## src/rtl/nl_op_scheduler.sv

```systemverilog
// nl_op_scheduler: queues nonlinear-op commands and runs them one at a time on the
// LN / GELU / SOFTMAX units, reporting OK, TIMEOUT or ILLEGAL per command.
module nl_op_scheduler #(
   parameter int FIFO_DEPTH = 4,
   parameter int TIMEOUT    = 255,
   parameter int TAG_W      = 4
) (
   input  logic             clk_p,
   input  logic             rst_p,
   input  logic             cmd_valid,
   output logic             cmd_ready,
   input  logic [1:0]       cmd_op,
   input  logic [TAG_W-1:0] cmd_tag,
   input  logic [7:0]       cmd_dim,
   output logic             ln_valid_n,
   output logic             gelu_valid_n,
   output logic             sm_valid_n,
   input  logic             ln_done_n,
   input  logic             gelu_done_n,
   input  logic             sm_done_n,
   output logic [7:0]       sm_dim,
   output logic             rsp_valid,
   output logic [TAG_W-1:0] rsp_tag,
   output logic [1:0]       rsp_status,
   output logic             busy,
   output logic [7:0]       err_cnt
);

   localparam int PTR_W = $clog2(FIFO_DEPTH);
   localparam int CNT_W = PTR_W + 1;
   localparam int ENT_W = 2 + TAG_W + 8;

   localparam logic [1:0] OP_LN   = 2'd0;
   localparam logic [1:0] OP_GELU = 2'd1;
   localparam logic [1:0] OP_SM   = 2'd2;
   localparam logic [1:0] OP_RSV  = 2'd3;

   localparam logic [1:0] ST_OK  = 2'b00;
   localparam logic [1:0] ST_TMO = 2'b01;
   localparam logic [1:0] ST_ILL = 2'b10;

   typedef enum logic [1:0] {IDLE, ISSUE, WAIT, RESP} state_t;

   state_t           state, state_nxt;
   logic [ENT_W-1:0] fifo_mem [FIFO_DEPTH];
   logic [PTR_W-1:0] wr_ptr, rd_ptr;
   logic [CNT_W-1:0] count;
   logic             push, pop;
   logic [1:0]       head_op;
   logic [TAG_W-1:0] head_tag;
   logic [7:0]       head_dim;
   logic [1:0]       op_q;
   logic [TAG_W-1:0] tag_q;
   logic [7:0]       timer;
   logic             sel_done, expired;
   logic             load_rsp;
   logic [TAG_W-1:0] rsp_tag_nxt;
   logic [1:0]       rsp_status_nxt;

   function automatic logic cmd_legal(input logic [1:0] op, input logic [7:0] dim);
      if (op == OP_RSV) return 1'b0;
      if (op == OP_SM && (dim == 8'd0 || dim > 8'd128)) return 1'b0;
      return 1'b1;
   endfunction

   function automatic logic [7:0] sat_inc8(input logic [7:0] v);
      return (v == 8'hFF) ? v : v + 8'd1;
   endfunction

   // Command FIFO: ready depends only on the registered count
   assign cmd_ready = (count != CNT_W'(FIFO_DEPTH));
   assign push      = cmd_valid && cmd_ready;
   assign {head_op, head_tag, head_dim} = fifo_mem[rd_ptr];

   always_ff @(posedge clk_p) begin
      if (push) fifo_mem[wr_ptr] <= {cmd_op, cmd_tag, cmd_dim};
   end

   always_ff @(posedge clk_p) begin
      if (rst_p) begin
         wr_ptr <= '0;
         rd_ptr <= '0;
         count  <= '0;
      end else begin
         if (push) wr_ptr <= wr_ptr + PTR_W'(1);
         if (pop)  rd_ptr <= rd_ptr + PTR_W'(1);
         case ({push, pop})
            2'b10:   count <= count + CNT_W'(1);
            2'b01:   count <= count - CNT_W'(1);
            default: count <= count;
         endcase
      end
   end

   always_comb begin
      case (op_q)
         OP_LN:   sel_done = !ln_done_n;
         OP_GELU: sel_done = !gelu_done_n;
         OP_SM:   sel_done = !sm_done_n;
         default: sel_done = 1'b0;
      endcase
   end

   assign expired = (timer == 8'(TIMEOUT - 1));
   assign busy    = (state != IDLE) || (count != '0);

   always_ff @(posedge clk_p) begin
      if (rst_p) state <= IDLE;
      else       state <= state_nxt;
   end

   always_comb begin
      state_nxt      = state;
      pop            = 1'b0;
      load_rsp       = 1'b0;
      rsp_tag_nxt    = tag_q;
      rsp_status_nxt = ST_OK;
      ln_valid_n     = 1'b1;
      gelu_valid_n   = 1'b1;
      sm_valid_n     = 1'b1;
      rsp_valid      = 1'b0;
      case (state)
         IDLE: begin
            if (count != '0) begin
               pop = 1'b1;
               if (cmd_legal(head_op, head_dim)) begin
                  state_nxt = ISSUE;
               end else begin
                  // Illegal commands never reach a unit; report straight from the head entry
                  state_nxt      = RESP;
                  load_rsp       = 1'b1;
                  rsp_tag_nxt    = head_tag;
                  rsp_status_nxt = ST_ILL;
               end
            end
         end
         ISSUE: begin
            ln_valid_n   = (op_q != OP_LN);
            gelu_valid_n = (op_q != OP_GELU);
            sm_valid_n   = (op_q != OP_SM);
            state_nxt    = WAIT;
         end
         WAIT: begin
            if (sel_done) begin
               state_nxt = RESP;
               load_rsp  = 1'b1;
            end else if (expired) begin
               state_nxt      = RESP;
               load_rsp       = 1'b1;
               rsp_status_nxt = ST_TMO;
            end
         end
         RESP: begin
            rsp_valid = 1'b1;
            state_nxt = IDLE;
         end
         default: state_nxt = IDLE;
      endcase
   end

   always_ff @(posedge clk_p) begin
      if (pop) begin
         op_q  <= head_op;
         tag_q <= head_tag;
      end
   end

   always_ff @(posedge clk_p) begin
      if (rst_p) begin
         sm_dim     <= 8'd0;
         rsp_tag    <= '0;
         rsp_status <= ST_OK;
         err_cnt    <= 8'd0;
         timer      <= 8'd0;
      end else begin
         if (pop) sm_dim <= head_dim;
         if (load_rsp) begin
            rsp_tag    <= rsp_tag_nxt;
            rsp_status <= rsp_status_nxt;
         end
         if (state == ISSUE)     timer <= 8'd0;
         else if (state == WAIT) timer <= timer + 8'd1;
         if (state == RESP && rsp_status != ST_OK) err_cnt <= sat_inc8(err_cnt);
      end
   end

endmodule

```

## config.mk

```make
export PLATFORM = sky130hd
export DESIGN_NAME = nl_op_scheduler
export DESIGN_NICKNAME = d
export VERILOG_FILES = /design/src/rtl/nl_op_scheduler.sv
export SDC_FILE = /design/constraint.sdc
export NUM_CORES = 1
export LEC_CHECK = 0
export BUFFER_PORTS_ARGS = -buffer_cell sky130_fd_sc_hd__buf_4
export CAP_MARGIN = 30
export CORE_ASPECT_RATIO = 1.4
export CORE_UTILIZATION = 58
export CTS_CLUSTER_SIZE = 12
export DETAILED_ROUTE_END_ITERATION = 16
export GPL_TIMING_DRIVEN = 0
export HOLD_SLACK_MARGIN = 0.06
export PLACE_DENSITY = 0.79
export RECOVER_POWER = 25
export SYNTH_ARGS = -nofsm -noshare
export SYNTH_HDL_FRONTEND = slang
export SYNTH_SLANG_ARGS = --single-unit
```

## constraint.sdc

```tcl
create_clock -name clk_p -period 3.3 [get_ports clk_p]
set_input_delay 0.33 -clock clk_p [delete_from_list [all_inputs] [get_ports clk_p]]
set_output_delay 0.33 -clock clk_p [all_outputs]
set_load 0.01 [all_outputs]
```

==> out/qor.yml <==
yosys:
  yosys-top-cells-area: "edfxtp_1 44%, dfxtp_1 19%, mux4_2 4.8%, ha_1 3.6%, mux4_1 3.1%"
  synth_ff_type: "edfxtp_1"
  synth_cell_types: 44
  netlist_area_mm2: 0.00421
  synth_edf_count: 62
  synth_top_area_share_pct: 44.2
  ys_ff_latch: 103
  ys_warn_count: 0
  syn_area_per_cell_um2: 14.0
  yosysSeqAreaShare_pct: 63.7
  synth_nets: 333
  synthCells: 300
  yosys.area.top_type: "edfxtp_1"
  async_reset_ff_share_pct: 0
power:
  ir_drop_uv: 387
  power.density_mw_per_mm2: 780
  p_total_mw: 3.79
  p_leak_nw: 1.77
timing:
  finalClockSkew_ns: 0.0112
  max_slew.worst_pin.slew_ns: 0.869
  period_share_pct: 87.1
  whs_ns: 0.175
  maxSlewHeadroom_pct: 41.5
  setup_viol: 0
  max_freq_mhz: 348
  fin_crit_ns: 2.88
  report.final.slew_viol_count: 0
  fin_ws_ns: 0.425
  rsz0062_at_grt: "false"
  fin_setup_tns_ns: 0
  hold_viol: 0
worst_setup_path:
  r2r_start: "state[0]"
  r2r_cells: 11
  max_stage_delay_ns: 0.49
  cp.required_ns: 3.59
  crit_type: "reg2reg"
  rrSetupSlack_ns: 0.42
  critPathSlowestCell: "inv_1"
  r2r_end: "count[2]"
  crit_chain: "inv_1 -> ha_1 -> nand2b_1 -> clkbuf_1 -> inv_1 -> ha_1 -> inv_1 -> fa_1 -> xor2_1 -> or3_1 -> a21oi_1"
  critPathArrivalTime_ns: 3.16
  critPathMostFrequentCell: "inv_1"
  end_kind: "register"
  critPathLaunchType: "register"
  path_max_fanout: 18
floorplanning:
  core-area_mm2: 0.00698
  die_h_um: 103
  die_w_um: 74.0
  num_rows: 36
  io_pins: 48
  die_area_mm2: 0.00761
  initial_core_util_pct: 60.3
final_layout:
  drive_gt1_share_pct: 20.5
  area_growth_pct: 15.3
  final_cell_mix: "62 x edfxtp_1, 41 x dfxtp_1, 34 x buf_4"
  diodes: 0
  final_common_cell: "edfxtp_1"
  fin_nets: 389
  final_cell_count_no_fill: 456
global_routing:
  met1_usage_pct: 24.3
  grt_antenna_before_repair: 0
  overflow: 0
  busiest_layer: "met2"
  grt_pass1_vias: 2340
  grt.met2_usage_pct: 35.0
  grt_usage_pct: 20.2
  grt_pass1_wl_um: 11200
  use_met3_pct: 5.47
  grt_max_degree: 19
clocking:
  cts.clk_slew.worst_paths_ns: 0.09
  cts_buffers: 9
  cts_tree: "built"
  cts_num_sinks: 103
  clk_latency_ns: 0.36
  clockRootBuffer: "clkbuf_8"
  post_cts_resized: 0
  cts_hold_buf: 0
  htree_levels: 3
  cts_buffer_depth: 2
  cts_setup_buffers: 0
min_path:
  holdPathEnd: "fifo_mem[2][1]"
  hp-class: "in2reg"
  hold_start: "cmd_dim[1]"
  whs_path_depth: 1
status:
  status: "complete, no violations"
placed_design:
  dpl.cell_count: 441
  dpl.hpwl_um: 4820
  gp_congestion: 0.732
  place_ws_ns: 0.137
  port_buffers: 46
routing:
  avgViaCountPerCell: 5.42
  wl_per_cell_um: 15.3
  dr.pass1.iters: 4
  postRouteAntennaNets: 0
  routed_wl_um: 6980
  first_iter_violations: 119
  vias: 2473
  route.detailed.drc: 0
job:
  cap_violations: 0
## logic make-up after synthesis
| kind of cell | count (synthesis) | synth area share [%] |
|---|---|---|
| flops | 103 | 63.7 |
| simple gates | 88 | 10.8 |
| compound gates | 32 | 5.23 |
| buf+inv | 26 | 3.12 |
| mux | 20 | 9.39 |
| xor+xnor | 18 | 3.74 |
| fa+ha+maj | 13 | 4.04 |
## sequential cells by signal (all words and copies together) (netlist names), 3 cells and up, named ones only
| name | count |
|---|---|
| timer | 8 |
| fifo_mem | 56 |
| count | 3 |
| tag_q | 4 |
| sm_dim | 8 |
| err_cnt | 8 |
| rsp_tag | 4 |
## per-stage QoR
| step | util, % | cell area [um2] |
|---|---|---|
| 6_report | 69.5 | 4850 |
| 5_1_grt | 69.5 | 4850 |
| 4_1_cts | 70.2 | 4900 |
| 2_1_floorplan | - | 4210 |
| 3_5_place_dp | 67.0 | 4670 |
| 3_3_place_gp | 67.0 | 4670 |
## how the worst max path moves through the flow
| stage | to | slack (ns) | from |
|---|---|---|---|
| 2_1_floorplan | count[2] | 0.60 | state[0] |
| 3_3_place_gp | count[2] | 0.22 | state[0] |
| 3_5_place_dp | count[2] | 0.14 | state[0] |
| 4_1_cts | count[2] | 0.11 | state[0] |
| 5_1_grt | count[2] | 0.18 | state[0] |
| 6_report | count[2] | 0.42 | state[0] |
## cell usage after synthesis, drive strengths merged, types with 8 or more instances
library cell  count
and3              8
inv              13
ha               12
nand2            27
edfxtp           62
nor2             23
xor2             12
dfxtp            41
mux4             14
a21oi            15
## critical path, delay by kind of cell (launching register included)
kind            cells  cell delay, ns
compound gates      1            0.14
fa+ha+maj           3            0.93
buf+inv             4            0.87
xor+xnor            1            0.16
flops               1            0.34
simple gates        2            0.38
## where the power goes
| group | switching, mW | internal, mW | total (mW) |
|---|---|---|---|
| sequential | 0.112 | 1.62 | 1.73 |
| combinational | 0.649 | 0.531 | 1.18 |
| clock | 0.441 | 0.438 | 0.879 |
| total | 1.20 | 2.58 | 3.79 |
## area by class of cell
type / count / area, um2
Clock inverter: 7 / 104
Timing Repair Buffer: 46 / 300
Tap cell: 95 / 119
Sequential cell: 103 / 2680
Multi-Input combinational cell: 171 / 1400
Buffer: 12 / 78.8
Clock buffer: 9 / 124
Inverter: 13 / 48.8
Fill cell: 513 / 2130
## layer usage
layer	share of wire [%]	up-vias
met3	3.9	6
met2	53	55
met5	0	-
met4	1.1	0
li1	-	1215
met1	42	1197
Power figures use the tool's default switching activity.
